`src/rtl/mul_unit_scheduler.sv`:
```
// Issue/writeback controller for the shared pipelined multiplier: round-robin issue from the
// reservation stations, a tag pipe alongside the datapath and a credit-protected result FIFO.
module mul_unit_scheduler #(
    parameter int NUM_RS     = 4,
    parameter int TAG_W      = 4,
    parameter int LAT        = 3,
    parameter int FIFO_DEPTH = 4
) (
    input  logic                    clk,
    input  logic                    rst_n,
    input  logic [NUM_RS-1:0]       rs_req,
    input  logic [NUM_RS*TAG_W-1:0] rs_tag,
    input  logic [NUM_RS*32-1:0]    rs_a,
    input  logic [NUM_RS*32-1:0]    rs_b,
    output logic [NUM_RS-1:0]       rs_grant,
    output logic                    mul_valid,
    output logic [31:0]             mul_a,
    output logic [31:0]             mul_b,
    input  logic [63:0]             mul_product,
    output logic                    cdb_req,
    input  logic                    cdb_grant,
    output logic [TAG_W-1:0]        cdb_tag,
    output logic [63:0]             cdb_data,
    input  logic                    flush,
    output logic                    busy
);
    localparam int RR_W  = (NUM_RS > 1) ? $clog2(NUM_RS) : 1;
    localparam int FP_W  = $clog2(FIFO_DEPTH);
    localparam int CNT_W = $clog2(LAT + FIFO_DEPTH + 1);
    localparam int ENT_W = TAG_W + 64;

    function automatic logic [CNT_W-1:0] count_valid(input logic [LAT-1:0] v);
        logic [CNT_W-1:0] n;
        n = '0;
        for (int i = 0; i < LAT; i++) begin
            n = n + CNT_W'(v[i]);
        end
        return n;
    endfunction

    function automatic logic [FP_W-1:0] fifo_inc(input logic [FP_W-1:0] p);
        return (p == FP_W'(FIFO_DEPTH - 1)) ? '0 : p + FP_W'(1);
    endfunction

    // Returns {found, index}: first requester at or above ptr, wrapping around.
    function automatic logic [RR_W:0] rr_pick(input logic [NUM_RS-1:0] req,
                                               input logic [RR_W-1:0]   ptr);
        logic [NUM_RS-1:0] rot;
        logic [RR_W:0]     idx;
        logic [RR_W:0]     res;
        rot = NUM_RS'({req, req} >> ptr);
        res = '0;
        for (int i = NUM_RS - 1; i >= 0; i--) begin
            idx = {1'b0, ptr} + (RR_W+1)'(i);
            idx = (idx >= (RR_W+1)'(NUM_RS)) ? idx - (RR_W+1)'(NUM_RS) : idx;
            res = rot[i] ? {1'b1, idx[RR_W-1:0]} : res;
        end
        return res;
    endfunction

    logic [RR_W-1:0]   rr_ptr_q, rr_ptr_d;
    logic              mul_valid_q, mul_valid_d;
    logic [31:0]       mul_a_q, mul_a_d, mul_b_q, mul_b_d;
    logic [LAT-1:0]    tag_v_q, tag_v_d;
    logic [TAG_W-1:0]  tag_pipe_q [LAT];
    logic [TAG_W-1:0]  tag_pipe_d [LAT];
    logic [ENT_W-1:0]  fifo_q [FIFO_DEPTH];
    logic [ENT_W-1:0]  fifo_d [FIFO_DEPTH];
    logic [FP_W-1:0]   wr_ptr_q, wr_ptr_d, rd_ptr_q, rd_ptr_d;
    logic [CNT_W-1:0]  occ_q, occ_d;

    logic [CNT_W-1:0]  inflight_s;
    logic              can_issue_s;
    logic [RR_W:0]     pick_s;
    logic              grant_any_s;
    logic [RR_W-1:0]   grant_idx_s;
    logic [NUM_RS-1:0] grant_s;
    logic [TAG_W-1:0]  tag_sel_s;
    logic [31:0]       a_sel_s, b_sel_s;
    logic              push_s, pop_s;

    // Credit check, round-robin pick and operand selection for the granted station.
    always_comb begin
        inflight_s  = count_valid(tag_v_q);
        can_issue_s = rst_n && !flush && ((inflight_s + occ_q) < CNT_W'(FIFO_DEPTH));
        pick_s      = rr_pick(rs_req, rr_ptr_q);
        grant_any_s = can_issue_s && pick_s[RR_W];
        grant_idx_s = pick_s[RR_W-1:0];
        grant_s     = grant_any_s ? (NUM_RS'(1) << grant_idx_s) : '0;
        tag_sel_s   = '0;
        a_sel_s     = '0;
        b_sel_s     = '0;
        for (int i = 0; i < NUM_RS; i++) begin
            tag_sel_s = tag_sel_s | (rs_tag[i*TAG_W +: TAG_W] & {TAG_W{grant_s[i]}});
            a_sel_s   = a_sel_s   | (rs_a[i*32 +: 32] & {32{grant_s[i]}});
            b_sel_s   = b_sel_s   | (rs_b[i*32 +: 32] & {32{grant_s[i]}});
        end
    end

    // Next state of issue registers, tag pipe and result FIFO; flush overrides everything.
    always_comb begin
        push_s      = tag_v_q[LAT-1];
        pop_s       = (occ_q != '0) && cdb_grant && !flush;
        rr_ptr_d    = rr_ptr_q;
        mul_valid_d = 1'b0;
        mul_a_d     = mul_a_q;
        mul_b_d     = mul_b_q;
        tag_v_d     = tag_v_q;
        tag_pipe_d  = tag_pipe_q;
        fifo_d      = fifo_q;
        wr_ptr_d    = wr_ptr_q;
        rd_ptr_d    = rd_ptr_q;
        occ_d       = occ_q;
        if (flush) begin
            tag_v_d  = '0;
            occ_d    = '0;
            rd_ptr_d = wr_ptr_q;
        end else begin
            if (grant_any_s) begin
                rr_ptr_d    = (grant_idx_s == RR_W'(NUM_RS - 1)) ? '0 : grant_idx_s + RR_W'(1);
                mul_valid_d = 1'b1;
                mul_a_d     = a_sel_s;
                mul_b_d     = b_sel_s;
            end else begin
                mul_valid_d = 1'b0;
            end
            tag_v_d[0]    = grant_any_s;
            tag_pipe_d[0] = tag_sel_s;
            for (int i = 1; i < LAT; i++) begin
                tag_v_d[i]    = tag_v_q[i-1];
                tag_pipe_d[i] = tag_pipe_q[i-1];
            end
            if (push_s) begin
                fifo_d[wr_ptr_q] = {tag_pipe_q[LAT-1], mul_product};
                wr_ptr_d         = fifo_inc(wr_ptr_q);
            end else begin
                wr_ptr_d = wr_ptr_q;
            end
            if (pop_s) begin
                rd_ptr_d = fifo_inc(rd_ptr_q);
            end else begin
                rd_ptr_d = rd_ptr_q;
            end
            case ({push_s, pop_s})
                2'b10:   occ_d = occ_q + CNT_W'(1);
                2'b01:   occ_d = occ_q - CNT_W'(1);
                default: occ_d = occ_q;
            endcase
        end
    end

    // State registers.
    always_ff @(posedge clk or negedge rst_n) begin
        if (!rst_n) begin
            rr_ptr_q    <= '0;
            mul_valid_q <= 1'b0;
            mul_a_q     <= '0;
            mul_b_q     <= '0;
            tag_v_q     <= '0;
            for (int i = 0; i < LAT; i++) begin
                tag_pipe_q[i] <= '0;
            end
            for (int i = 0; i < FIFO_DEPTH; i++) begin
                fifo_q[i] <= '0;
            end
            wr_ptr_q    <= '0;
            rd_ptr_q    <= '0;
            occ_q       <= '0;
        end else begin
            rr_ptr_q    <= rr_ptr_d;
            mul_valid_q <= mul_valid_d;
            mul_a_q     <= mul_a_d;
            mul_b_q     <= mul_b_d;
            tag_v_q     <= tag_v_d;
            tag_pipe_q  <= tag_pipe_d;
            fifo_q      <= fifo_d;
            wr_ptr_q    <= wr_ptr_d;
            rd_ptr_q    <= rd_ptr_d;
            occ_q       <= occ_d;
        end
    end

    assign rs_grant  = grant_s;
    assign mul_valid = mul_valid_q;
    assign mul_a     = mul_a_q;
    assign mul_b     = mul_b_q;
    assign cdb_req   = (occ_q != '0);
    assign cdb_tag   = fifo_q[rd_ptr_q][ENT_W-1:64];
    assign cdb_data  = fifo_q[rd_ptr_q][63:0];
    assign busy      = (inflight_s != '0) || (occ_q != '0) || mul_valid_q;

endmodule

```
`config.mk`:
```
export PLATFORM = sky130hd
export DESIGN_NAME = mul_unit_scheduler
export DESIGN_NICKNAME = d
export VERILOG_FILES = /design/src/rtl/mul_unit_scheduler.sv
export SDC_FILE = /design/constraint.sdc
export NUM_CORES = 1
export LEC_CHECK = 0
export ABC_AREA = 1
export BUFFER_PORTS_ARGS = -buffer_cell sky130_fd_sc_hd__buf_2
export CAP_MARGIN = 0
export CORE_MARGIN = 4
export CORE_UTILIZATION = 53
export CTS_CLUSTER_SIZE = 14
export DETAILED_ROUTE_END_ITERATION = 8
export PLACE_DENSITY = 0.8
export SYNTH_ARGS = -nofsm -noshare
export SYNTH_HDL_FRONTEND = slang
export SYNTH_SLANG_ARGS = --single-unit
```
`constraint.sdc`:
```
create_clock -name clk -period 2.8 [get_ports clk]
set_input_delay 0.28 -clock clk [delete_from_list [all_inputs] [get_ports clk]]
set_output_delay 0.28 -clock clk [all_outputs]
set_load 0.03 [all_outputs]
```
# == Yosys cells after proc, flatten, opt, wreduce, memory -nomap -nowiden ==
# Cells that the tools add are included.
# op_classes
add_sub_neg,15
n_lt_le_gt_ge,8
eq_ne,5
shift,2
muxes,25
n_bitwise,24
n_reduce_logical,15
# ops
op,n
$bwmux 272,1
$and 32x32->32,8
$mux 68,3
$or 32x32->32,6
$bmux 68 s2,1
$demux 68 s2,1
$mux 2,9
$mux 3,6
$and 4x4->4,4
$ge 3x3->1 const B,5
$or 4x4->4,3
$reduce_bool 3->1,3
$eq 2x2->1 const B,4
$shr 8x2->4,1
$sub 2x1->2 const B,4
$add 2x1->2 const B,3
$add 2x2->3 const B,2
$logic_and 1x1->1,6
$not 2->3,2
$pmux 3 s2,1
$mux 4,1
$reduce_and 2->1,2
$shl 1x2->4 const A,1
$add 2x1->3,1
14 further kinds,16
# word_totals
reg_bits,361
output_inout_bits,139
elab_cells,109

# == Longest topological paths before layout ==
# Gate-level depths: netlist (run 1).
# logic_depth
depth_word,13
mapped_depth,19
depth_no_buf,15

# == Worst setup path before layout (run 1) ==
# No wires, ideal clock.
# synth_timing
kind,register to output
startpoint,register rr_ptr_q[0]
endpoint,output rs_grant[2]
arrival_ns,2.518
slack_ns,0.002
stages_incl_launch_ff,17
path_buffers,4
path_cell_list,dfrtp_1 -> buf_6 -> nand2_1 -> nand3_1 -> nand2_2 -> nor2_1 -> nor2_1 -> nand3_1 -> nand2_1 -> nand2_1 -> inv_1 -> ha_1 -> clkbuf_1 -> clkbuf_1 -> clkbuf_1 -> inv_1 -> nor2_1
# synth_between
elab_chain_len,9
elab_cells_between_ends,23
# synth_lines
item,line_no,rtl
from (decl),61,"logic [RR_W-1:0] rr_ptr_q, rr_ptr_d;"
from (signal assigned),170,rr_ptr_q <= rr_ptr_d;
$add 2x2->3,54,"idx = {1'b0, ptr} + (RR_W+1)'(i);"
$ge 3x3->1 / $sub 2x1->2 (equally long branches),55,idx = (idx >= (RR_W+1)'(NUM_RS)) ? idx - (RR_W+1)'(NUM_RS) : idx;
$mux 2,55,
$mux 3 (3 in a row),56,"res = rot[i] ? {1'b1, idx[RR_W-1:0]} : res;"
$mux 3 *,56,
$shl 1x2->4,89,grant_s = grant_any_s ? (NUM_RS'(1) << grant_idx_s) : '0;
$mux 4 *,89,
to (decl),15,"output logic [NUM_RS-1:0] rs_grant,"
# Every way passes the cells marked *; elsewhere a longest branch is shown, timed or not.

# == Final worst setup path (run 1) ==
# layout_timing
startpoint,register rr_ptr_q[0]
endpoint,output rs_grant[0]
# Same word-level chain as after synthesis.

==> metrics.yaml, run 1 <==
finish:
  final_cells: 3146
  final_cell_mix: "nand2_1 (576), buf_2 (477), o21ai_0 (401), dfrtp_1 (356), nand4_1 (272)"
  final_common_cell: "nand2_1"
  area_delta_synth_final_pct: 23.6
  fillers: 2766
  seq_area_um2: 9020
  multi_input_area_um2: 7790
  drive_gt1_frac: 0.239
  finish.net_count: 3011
drt:
  vias: 18200
  drc: 0
  wl_per_cell_um: 19.8
  drtIter0Drc: 1518
  antenna_left: 0
  drt-total-wl_um: 62300
  dr.pass1.iters: 6
  avgViaCountPerCell: 5.80
synth:
  synth_ff_type: "dfrtp_1"
  syn-cell-area_um2: 18100
  synth_edf_count: 0
  synthMuxAreaShare: 0.000554
  synthCells: 2272
  synth_compound_area_frac: 0.143
  synth_cell_types: 29
  yosys_register_bits: 360
  synth_fa_ha_area_frac: 0.00913
  synth-xor-area-share: 0.00145
  synthSimpleGateAreaFrac: 0.268
  async_reset_ff_frac: 1.00
  syn_nets: 2628
  seq_area_frac_synth: 0.498
  yosys_warnings: 0
  synth_top_family_by_area: "simple AND/OR/NAND/NOR gates"
  syn_area_per_cell_um2: 7.96
timing:
  rsz0062_at_grt: "yes"
  max-slew-margin-rel: 0.328
  worst_slew_pin_slew_ns: 1.01
  setup_viol: 0
  fin_worst_skew_ns: 0.0114
  hold_violations: 0
  finalCritPeriodShare: 0.972
  fin_ws_ns: 0.0785
  fin_crit_ns: 2.72
  fmax_mhz: 367
  finalMaxSlewViolations: 0
setup_path:
  critPathLaunch: "rr_ptr_q[0]"
  worstPathRequired_ns: 2.52
  slowest_stage: "dfrtp_2"
  cp-end-kind: "output port"
  cp_top_family: "buffers and inverters"
  crit_path_end: "rs_grant[0]"
  path_cells: "inv_4, nand2_1, nand3_1, nand2_1, inv_1, nand2_1, o2111ai_1, nand2_2, inv_4, ha_4, buf_12, inv_1, nor2_2, buf_6"
  crit_fanout: 8
  ff2ff_setup_slack_ns: 0.17
  r2r_end: "mul_b[29]"
  worst-path-buf-inv: 6
  crit_type: "flop to output port"
  r2r-start: "tag_v_q[1]"
  arrival_ns: 2.44
  crit_top_cell: "nand2_1"
  reg2reg_depth: 12
  start_kind: "flop"
  path_depth: 14
  slowest_delay_ns: 0.47
pwr:
  ir_drop_v: 0.000991
  p_per_area_nw_per_um2: 1250
  leakage_uw: 0.0117
clock_tree:
  cts_buffers: 39
  path_clk_slew_ns: 0.06
  clock-sinks: 360
  htree_levels: 2
  cts_tree: "built"
  cts_max_path_buffers: 3
  clock-root-buffer: "clkbuf_16"
  clk_latency_ns: 0.52
die:
  die_y_um: 193
  coreArea_um2: 33600
  ios: 483
  die_x_um: 193
  die_area_um2: 37100
  initial_utilization: 0.538
  num_rows: 67
global_route:
  grt_use_total: 0.322
  grt_max_degree: 136
  grt_pass1_wl_um: 95000
  grt_pass1_vias: 17300
  antenna_found_initial: 16
  grt_remaining_overflow: 0
worst_hold_path:
  hold_path_class: "input pin to flop"
status:
  status: "finished clean"
place:
  io_buffers: 482
  hpwl_um: 41800
  gp_congestion: 0.922
  dp.cells: 3041
  pre_cts_ws_ns: 0.192
job:
  cap_violations: 0
## metal layers
layer	track usage	part of all wire
met1	0.407	0.38
met2	0.544	0.50
met3	0.0662	0.082
met4	0.128	0.038
met5	0	0.00075
## cell usage after synthesis, types with 2 or more instances
| library cell | number | share of area |
|---|---|---|
| nor2_1 | 220 | 0.046 |
| inv_1 | 99 | 0.021 |
| buf_1 | 6 | 0.0012 |
| dfrtp_1 | 360 | 0.50 |
| nand2_2 | 7 | 0.0024 |
| o21ai_1 | 22 | 0.0061 |
| nand4_1 | 272 | 0.094 |
| ha_1 | 10 | 0.0069 |
| buf_2 | 54 | 0.015 |
| buf_6 | 31 | 0.019 |
| o22ai_1 | 69 | 0.024 |
| xnor2_1 | 2 | 0.00097 |
| nand3_1 | 12 | 0.0033 |
| fa_1 | 2 | 0.0022 |
| o221ai_1 | 2 | 0.00097 |
| nand2_1 | 581 | 0.12 |
| o21ai_0 | 401 | 0.11 |
| clkbuf_1 | 111 | 0.023 |
## stage by stage
step                hold WS, ns  total power, µW  area [µm²]  utilization  setup TNS (ns)
floorplan               -0.0156            17300       18100            -               0
global placement         0.0821            21300       20600        0.614               0
detailed placement       0.0824            21600       20600        0.614               0
CTS                      0.0514            27300       22100        0.657               0
global route             0.0674            29600       22300        0.665          -0.107
finish                   0.0635            27900       22400        0.665               0
## worst min path at each step
stage	endpoint	cells past startpoint	startpoint
after global placement	fifo_q[52]	1	rst_n
after global routing	fifo_q[157]	3	mul_product[21]
after floorplan	fifo_q[0]	0	rst_n
after detailed placement	fifo_q[52]	1	rst_n
after CTS	fifo_q[157]	3	mul_product[21]
final	fifo_q[31]	3	mul_product[31]
## layout make-up
| class | instances | share of cell area |
|---|---|---|
| clock buffer | 59 | 0.0515 |
| multi-input combinational | 1608 | 0.348 |
| timing repair buffer | 545 | 0.149 |
| clock inverter | 9 | 0.00308 |
| antenna | 16 | 0.00179 |
| tap | 448 | 0.0251 |
| sequential | 360 | 0.403 |
| inverter | 101 | 0.0174 |
## state kept, by name, indices dropped and copies added (netlist names)
register,count
mul_a,32
mul_b,32
wr_ptr_q,2
occ_q,3
fifo_q,272
tag_pipe_q,12
rd_ptr_q,2
rr_ptr_q,2
tag_v_q,3
## kinds of logic after synthesis
family / Yosys count
compound gates: 496
xor+xnor: 3
fa+ha+maj: 12
buf+inv: 304
flops: 360
mux: 1
simple gates: 1096
## repair_timing
item	CTS	global route
endpoints found under the setup margin	4	47
hold buffers	1	0
gates resized for setup	13	28
buffers inserted	6	9
gates cloned	3	2
pin swaps	2	5
hold endpoints to repair	163	0
## worst reg2reg max path, cell delays in order, from the launching register on
cell and delay [ns]:
dfrtp_1 0.40, fa_2 0.40, ha_1 0.28, nand3_1 0.09, a21oi_1 0.24, nor2_4 0.09
buf_4 0.17, buf_16 0.18, buf_16 0.25, nand4_1 0.13, nand2_1 0.06, nor2_1 0.14
nand2_1 0.08
## power by group
part / internal, µW / switching, µW
clock: 2850 / 2060
combinational: 4790 / 9780
sequential: 7190 / 1220
Power figures use the tool's default switching activity.
==> run 2: changes to the inputs <==
- CELL_PAD_IN_SITES_DETAIL_PLACEMENT: not set -> 1
- CELL_PAD_IN_SITES_GLOBAL_PLACEMENT: not set -> 2
- CORE_UTILIZATION: 53 -> 30
- HOLD_SLACK_MARGIN: not set -> 0.1
- PLACE_DENSITY: 0.8 -> not set
- PLACE_DENSITY_LB_ADDON: not set -> 0.1
==> metrics.yaml, run 2 (same netlist as run 1, synthesis figures left out) <==
finish:
  drive_gt1_frac: 0.220  # -0.0184
  final_common_cell: "nand2_1"
  fillers: 7042  # +150%
  multi_input_area_um2: 7870  # +1.1%
  final_cell_mix: "nand2_1 (576), buf_2 (477), o21ai_0 (400), dfrtp_1 (356), dlygate4sd3_1 (339)"
  finish.net_count: 3361  # +12%
  largest_reg_flops: 272  # unchanged
  final_cells: 3828  # +22%
  seq_area_um2: 9020  # unchanged
  area_delta_synth_final_pct: 46.8
  top_register: "fifo_q"
clock_tree:
  cts_max_path_buffers: 3  # unchanged
  cts_tree: "built"
  clock-sinks: 360  # unchanged
  htree_levels: 2  # unchanged
  path_clk_slew_ns: 0.06  # about the same
  cts_buffers: 46  # +18%
  clk_latency_ns: 0.59  # +0.07 ns
  clock-root-buffer: "clkbuf_16"
setup_path:
  worstPathRequired_ns: 2.52  # about the same
  crit_fanout: 5  # -3
  crit_type: "flop to output port"
  cp-end-kind: "output port"
  worst-path-buf-inv: 1  # -5
  arrival_ns: 2.50  # +0.06 ns
  start_kind: "flop"
  path_cells: "fa_2, ha_4, nand3_4, nand3_4, nand2_4, nor2_4, nand2_4, nor2_2, buf_6"
  cp_top_family: "adder cells"
  slowest_delay_ns: 0.43  # -0.04 ns
  slowest_stage: "fa_2"
global_route:
  grt_max_degree: 139  # +2.2%
  grt_use_total: 0.240  # -0.0819
  antenna_found_initial: 12  # -4
  grt_pass1_vias: 21100  # +22%
  grt_remaining_overflow: 0  # unchanged
  grt_pass1_wl_um: 123000  # +30%
place:
  dp.cells: 3376  # +11%
  io_buffers: 482  # unchanged
  hpwl_um: 49500  # +18%
  gp_congestion: 0.844  # -8.4%
  pre_cts_ws_ns: -0.466  # -0.657 ns
drt:
  dr.pass1.iters: 5  # -1
  avgViaCountPerCell: 5.06  # -13%
  drt-total-wl_um: 78600  # +26%
  drc: 0  # unchanged
  vias: 19400  # +6.3%
  wl_per_cell_um: 20.5  # +3.6%
  drtIter0Drc: 1058  # -30%
  antenna_left: 0  # unchanged
pwr:
  ir_drop_v: 0.000697  # -30%
  leakage_uw: 0.0132  # +14%
  p_per_area_nw_per_um2: 1120  # -11%
die:
  ios: 483  # unchanged
  die_area_um2: 64300  # +73%
  coreArea_um2: 59400  # +77%
  die_x_um: 254  # +32%
  die_y_um: 254  # +32%
  num_rows: 89  # +33%
  initial_utilization: 0.305  # -0.233
timing:
  finalCritPeriodShare: 0.991  # +0.0195
  hold_violations: 0  # unchanged
  worst_slew_pin_slew_ns: 1.09  # +0.0814 ns
  fin_crit_ns: 2.78  # +0.0545 ns
  final.setup.tns_ns: 0  # unchanged
  max-slew-margin-rel: 0.274  # -0.0543
  finalMaxSlewViolations: 0  # unchanged
  rsz0062_at_grt: "yes"
  setup_viol: 0  # unchanged
  fin_ws_ns: 0.0241  # -0.0545 ns
  fin_worst_skew_ns: 0.0176  # +0.00620 ns
  fmax_mhz: 360  # -2.0%
status:
  status: "finished clean"
worst_hold_path:
  hold_path_class: "input pin to flop"
job:
  cap_violations: 0  # unchanged
-- run 2: per-layer routing --
layer  vias to the layer above  GRT usage  routed length (µm)
met1                      9543      0.290               32400
met3                       142     0.0543                4290
met5                         -          0                   7
met2                       487      0.430               39500
met4                         2     0.0703                2370
li1                       9211          -                   -
-- run 2: area by class of cell --
cell class                      instances  share of cell area
Inverter                              101              0.0146
Sequential cell                       360               0.340
Timing Repair Buffer                  885               0.250
Clock buffer                           65              0.0502
Clock inverter                         20              0.0113
Antenna cell                           13             0.00123
Tap cell                              773              0.0364
Multi-Input combinational cell       1611               0.296
-- run 2: path summary, 6_finish.rpt --
check | endpoint | startpoint | depth (start not counted) | slack (ns)
worst min register to register | fifo_q[139] | fifo_q[139] | 2 | 0.48
min in group asynchronous | fifo_q[259] | rst_n | 3 | 0.44
worst min-delay path | rr_ptr_q[0] | rs_req[3] | 5 | 0.25
max in group asynchronous | fifo_q[153] | rst_n | 4 | 0.86
worst max-delay path | rs_grant[0] | tag_v_q[1] | 9 | 0.02
worst max register to register | mul_b[14] | tag_v_q[1] | 12 | 0.16
-- run 2: what timing repair did --
action	in CTS	in global routing
hold buffers	339	0
hold endpoints to repair	367	0
resized for setup	27	21
pin swaps	11	5
cloned	3	0
setup endpoints to repair	75	7
buffers inserted	11	1
-- run 2: power breakdown --
group / switching [µW] / internal, µW / total [µW] / leakage (µW)
Sequential: 1120 / 7190 / 8310 / 0.00475
Clock: 2490 / 3890 / 6380 / 0.000805
Combinational: 10200 / 4690 / 14900 / 0.00770
-- run 2: per-stage QoR --
| step | area (µm²) | hold WS [ns] | power (µW) | utilization |
|---|---|---|---|---|
| detailed placement | 21200 | 0.460 | 22300 | 0.356 |
| floorplan | 18100 | -0.0156 | 17300 | - |
| CTS | 26400 | 0.197 | 29800 | 0.445 |
| finish | 26500 | 0.255 | 29600 | 0.447 |
| global route | 26500 | 0.266 | 31800 | 0.447 |
| global placement | 21200 | 0.457 | 22100 | 0.356 |
-- run 2: tightest hold or removal path: cells and delay by family --
kind	cells	cell delay [ns]
buffers and inverters	2	0.21
AO/OA/AOI/OAI	2	0.17
AND/OR/NAND/NOR	1	0.14
==> run 3: changes to the inputs <==
- MAX_ROUTING_LAYER: not set -> met4
- PLACE_DENSITY_LB_ADDON: 0.1 -> 0.15
==> metrics.yaml, run 3 (same netlist as run 1, synthesis figures left out) <==
status:
  status: "finished clean"
timing:
  finalCritPeriodShare: 0.975  # -0.0164
  whs_ns: 0.116  # -0.139 ns
  rsz0062_at_grt: "yes"
  finalMaxSlewViolations: 0  # unchanged
  worst_slew_pin_slew_ns: 1.03  # -0.0559 ns
  final.setup.tns_ns: 0  # unchanged
  hold_violations: 0  # unchanged
  fin_worst_skew_ns: 0.0162  # -0.00139 ns
  fmax_mhz: 366  # +1.7%
  fin_crit_ns: 2.73  # -0.0458 ns
  max-slew-margin-rel: 0.311  # +0.0373
  setup_viol: 0  # unchanged
clock_tree:
  cts_max_path_buffers: 3  # unchanged
  clock-sinks: 360  # unchanged
  htree_levels: 2  # unchanged
  cts_buffers: 44  # -4.3%
  path_clk_slew_ns: 0.06  # about the same
  clock-root-buffer: "clkbuf_16"
  clk_latency_ns: 0.57  # -0.02 ns
  cts_tree: "built"
global_route:
  grt_pass1_wl_um: 123000  # about the same
  grt_use_total: 0.249  # +0.00867
  grt_pass1_vias: 20800  # -1.3%
  antenna_found_initial: 13  # +1
  grt_remaining_overflow: 0  # unchanged
  grt_max_degree: 221  # +59%
setup_path:
  path_cells: "fa_2, ha_4, nand3_4, nand3_2, nand2_2, nor2_4, nand2_8, nor2_4, buf_6"
  crit_type: "flop to output port"
  crit_top_cell: "nor2_4"
  arrival_ns: 2.45  # -0.05 ns
  slowest_stage: "fa_2"
  worst-path-buf-inv: 1  # unchanged
  cp-end-kind: "output port"
  cp_top_family: "adder cells"
  start_kind: "flop"
  crit_fanout: 6  # +1
  worstPathRequired_ns: 2.52  # about the same
  slowest_delay_ns: 0.43  # about the same
pwr:
  netSwitchingPower_uw: 13800  # -0.33%
  p_per_area_nw_per_um2: 1110  # -0.75%
  pwr-share-seq: 0.285  # +0.004
  leakage_uw: 0.0132  # -0.43%
  power_frac_comb: 0.522  # +0.018
  clkPwrFrac: 0.192  # -0.023
  swShare: 0.472  # +0.00468
  total_power_uw: 29200  # -1.3%
  p_int_uw: 15400  # -2.2%
  ir_drop_v: 0.000794  # +14%
die:
  coreArea_um2: 59400  # unchanged
  initial_utilization: 0.305  # unchanged
  die_area_um2: 64300  # unchanged
  ios: 483  # unchanged
  num_rows: 89  # unchanged
  die_y_um: 254  # unchanged
  die_x_um: 254  # unchanged
drt:
  antenna_left: 0  # unchanged
  vias: 19600  # +0.96%
  avgViaCountPerCell: 5.12  # +1.1%
  drc: 0  # unchanged
  drt-total-wl_um: 80100  # +1.9%
  wl_per_cell_um: 21.0  # +2.1%
  dr.pass1.iters: 5  # unchanged
  drtIter0Drc: 1167  # +10%
worst_hold_path:
  hold_path_class: "input pin to flop"
finish:
  drive_gt1_frac: 0.225  # +0.00439
  finish.net_count: 3363  # +0.060%
  fin_util: 0.445  # -0.00255
  final_cell_mix: "nand2_1 (575), buf_2 (477), o21ai_0 (400), dfrtp_1 (356), dlygate4sd3_1 (328)"
  largest_reg_flops: 272  # unchanged
  top_register: "fifo_q"
  final_common_cell: "nand2_1"
  area_delta_synth_final_pct: 46.0
  final_cells: 3822  # -0.16%
place:
  io_buffers: 482  # unchanged
  dp.cells: 3388  # +0.36%
  hpwl_um: 50400  # +1.7%
  gp_congestion: 0.859  # +1.8%
job:
  cap_violations: 0  # unchanged
==> run 3: changes by cell type in the layout (fill, tap and decap cells not counted), moves of 2 or more <==
cell,previous run,this run
clkinv_2,9,7
clkbuf_1,8,5
buf_6,4,6
buf_16,1,3
dlygate4sd3_1,339,328
inv_1,94,92
bufinv_16,6,1
inv_4,3,5
clkinvlp_4,1,4
buf_4,39,51
==> run 3: layout make-up <==
cell class,instances,area [µm²]
Multi-Input combinational cell,1609,7860
Fill cell,7107,33000
Clock inverter,15,121
Inverter,101,392
Timing Repair Buffer,891,6730
Sequential cell,360,9020
Clock buffer,60,1280
Antenna cell,13,32.5
Tap cell,773,967
==> run 3: final timing paths <==
| kind | cells after the start | slack (ns) | startpoint | end |
|---|---|---|---|---|
| worst max-delay path | 9 | 0.07 | tag_v_q[0] | rs_grant[1] |
| worst min-delay path | 5 | 0.12 | rs_b[31] | mul_b[31] |
| worst max register to register | 17 | 0.11 | rr_ptr_q[1] | mul_a[14] |
| worst min register to register | 2 | 0.48 | fifo_q[80] | fifo_q[80] |
| max in group asynchronous | 4 | 1.00 | rst_n | fifo_q[104] |
| min in group asynchronous | 3 | 0.39 | rst_n | fifo_q[124] |
==> run 3: through the flow <==
stage	area [µm²]	setup slack (ns)
final	26400	0.0698
after global routing	26400	-0.0443
after CTS	26200	-0.00265
after detailed placement	21300	0.131
after global placement	21300	0.195
after floorplan	18100	0.00166
==> run 3: power groups by stage <==
stage	Combinational, µW	Clock, µW	Sequential, µW
after floorplan	8340	0	8920
after global placement	14100	0	8330
after detailed placement	14300	0	8390
after CTS	15100	5840	8340
after global routing	16700	6040	8610
final	15300	5620	8340
==> run 3: per-layer routing <==
metal  track usage  wire [µm]
met5             -          0
met4        0.0969       3220
met3        0.0493       4750
met2         0.403      38500
met1         0.309      33600
==> run 3: worst register-to-register path, cell delays in order, from the launching register on <==
cell and delay (ns):
dfrtp_2 0.48, inv_4 0.11, nand3_1 0.08, nand2_1 0.11, inv_2 0.06, o21ai_1 0.18, inv_1 0.07, nand2_1 0.08
nand2_2 0.08, buf_4 0.16, ha_4 0.17, buf_4 0.20, buf_12 0.18, buf_12 0.17, nand4_1 0.11, nand2_1 0.10
nor2_1 0.16, nand2_1 0.07
==> run 3: timing repair <==
item                                   in CTS  in global routing
pin swaps                                   8                 12
setup buffers                              14                  2
setup endpoints to repair                   4                 53
hold buffers                              328                  0
gates resized for setup                    22                 34
cloned                                      1                  2
endpoints found under the hold margin     358                  0
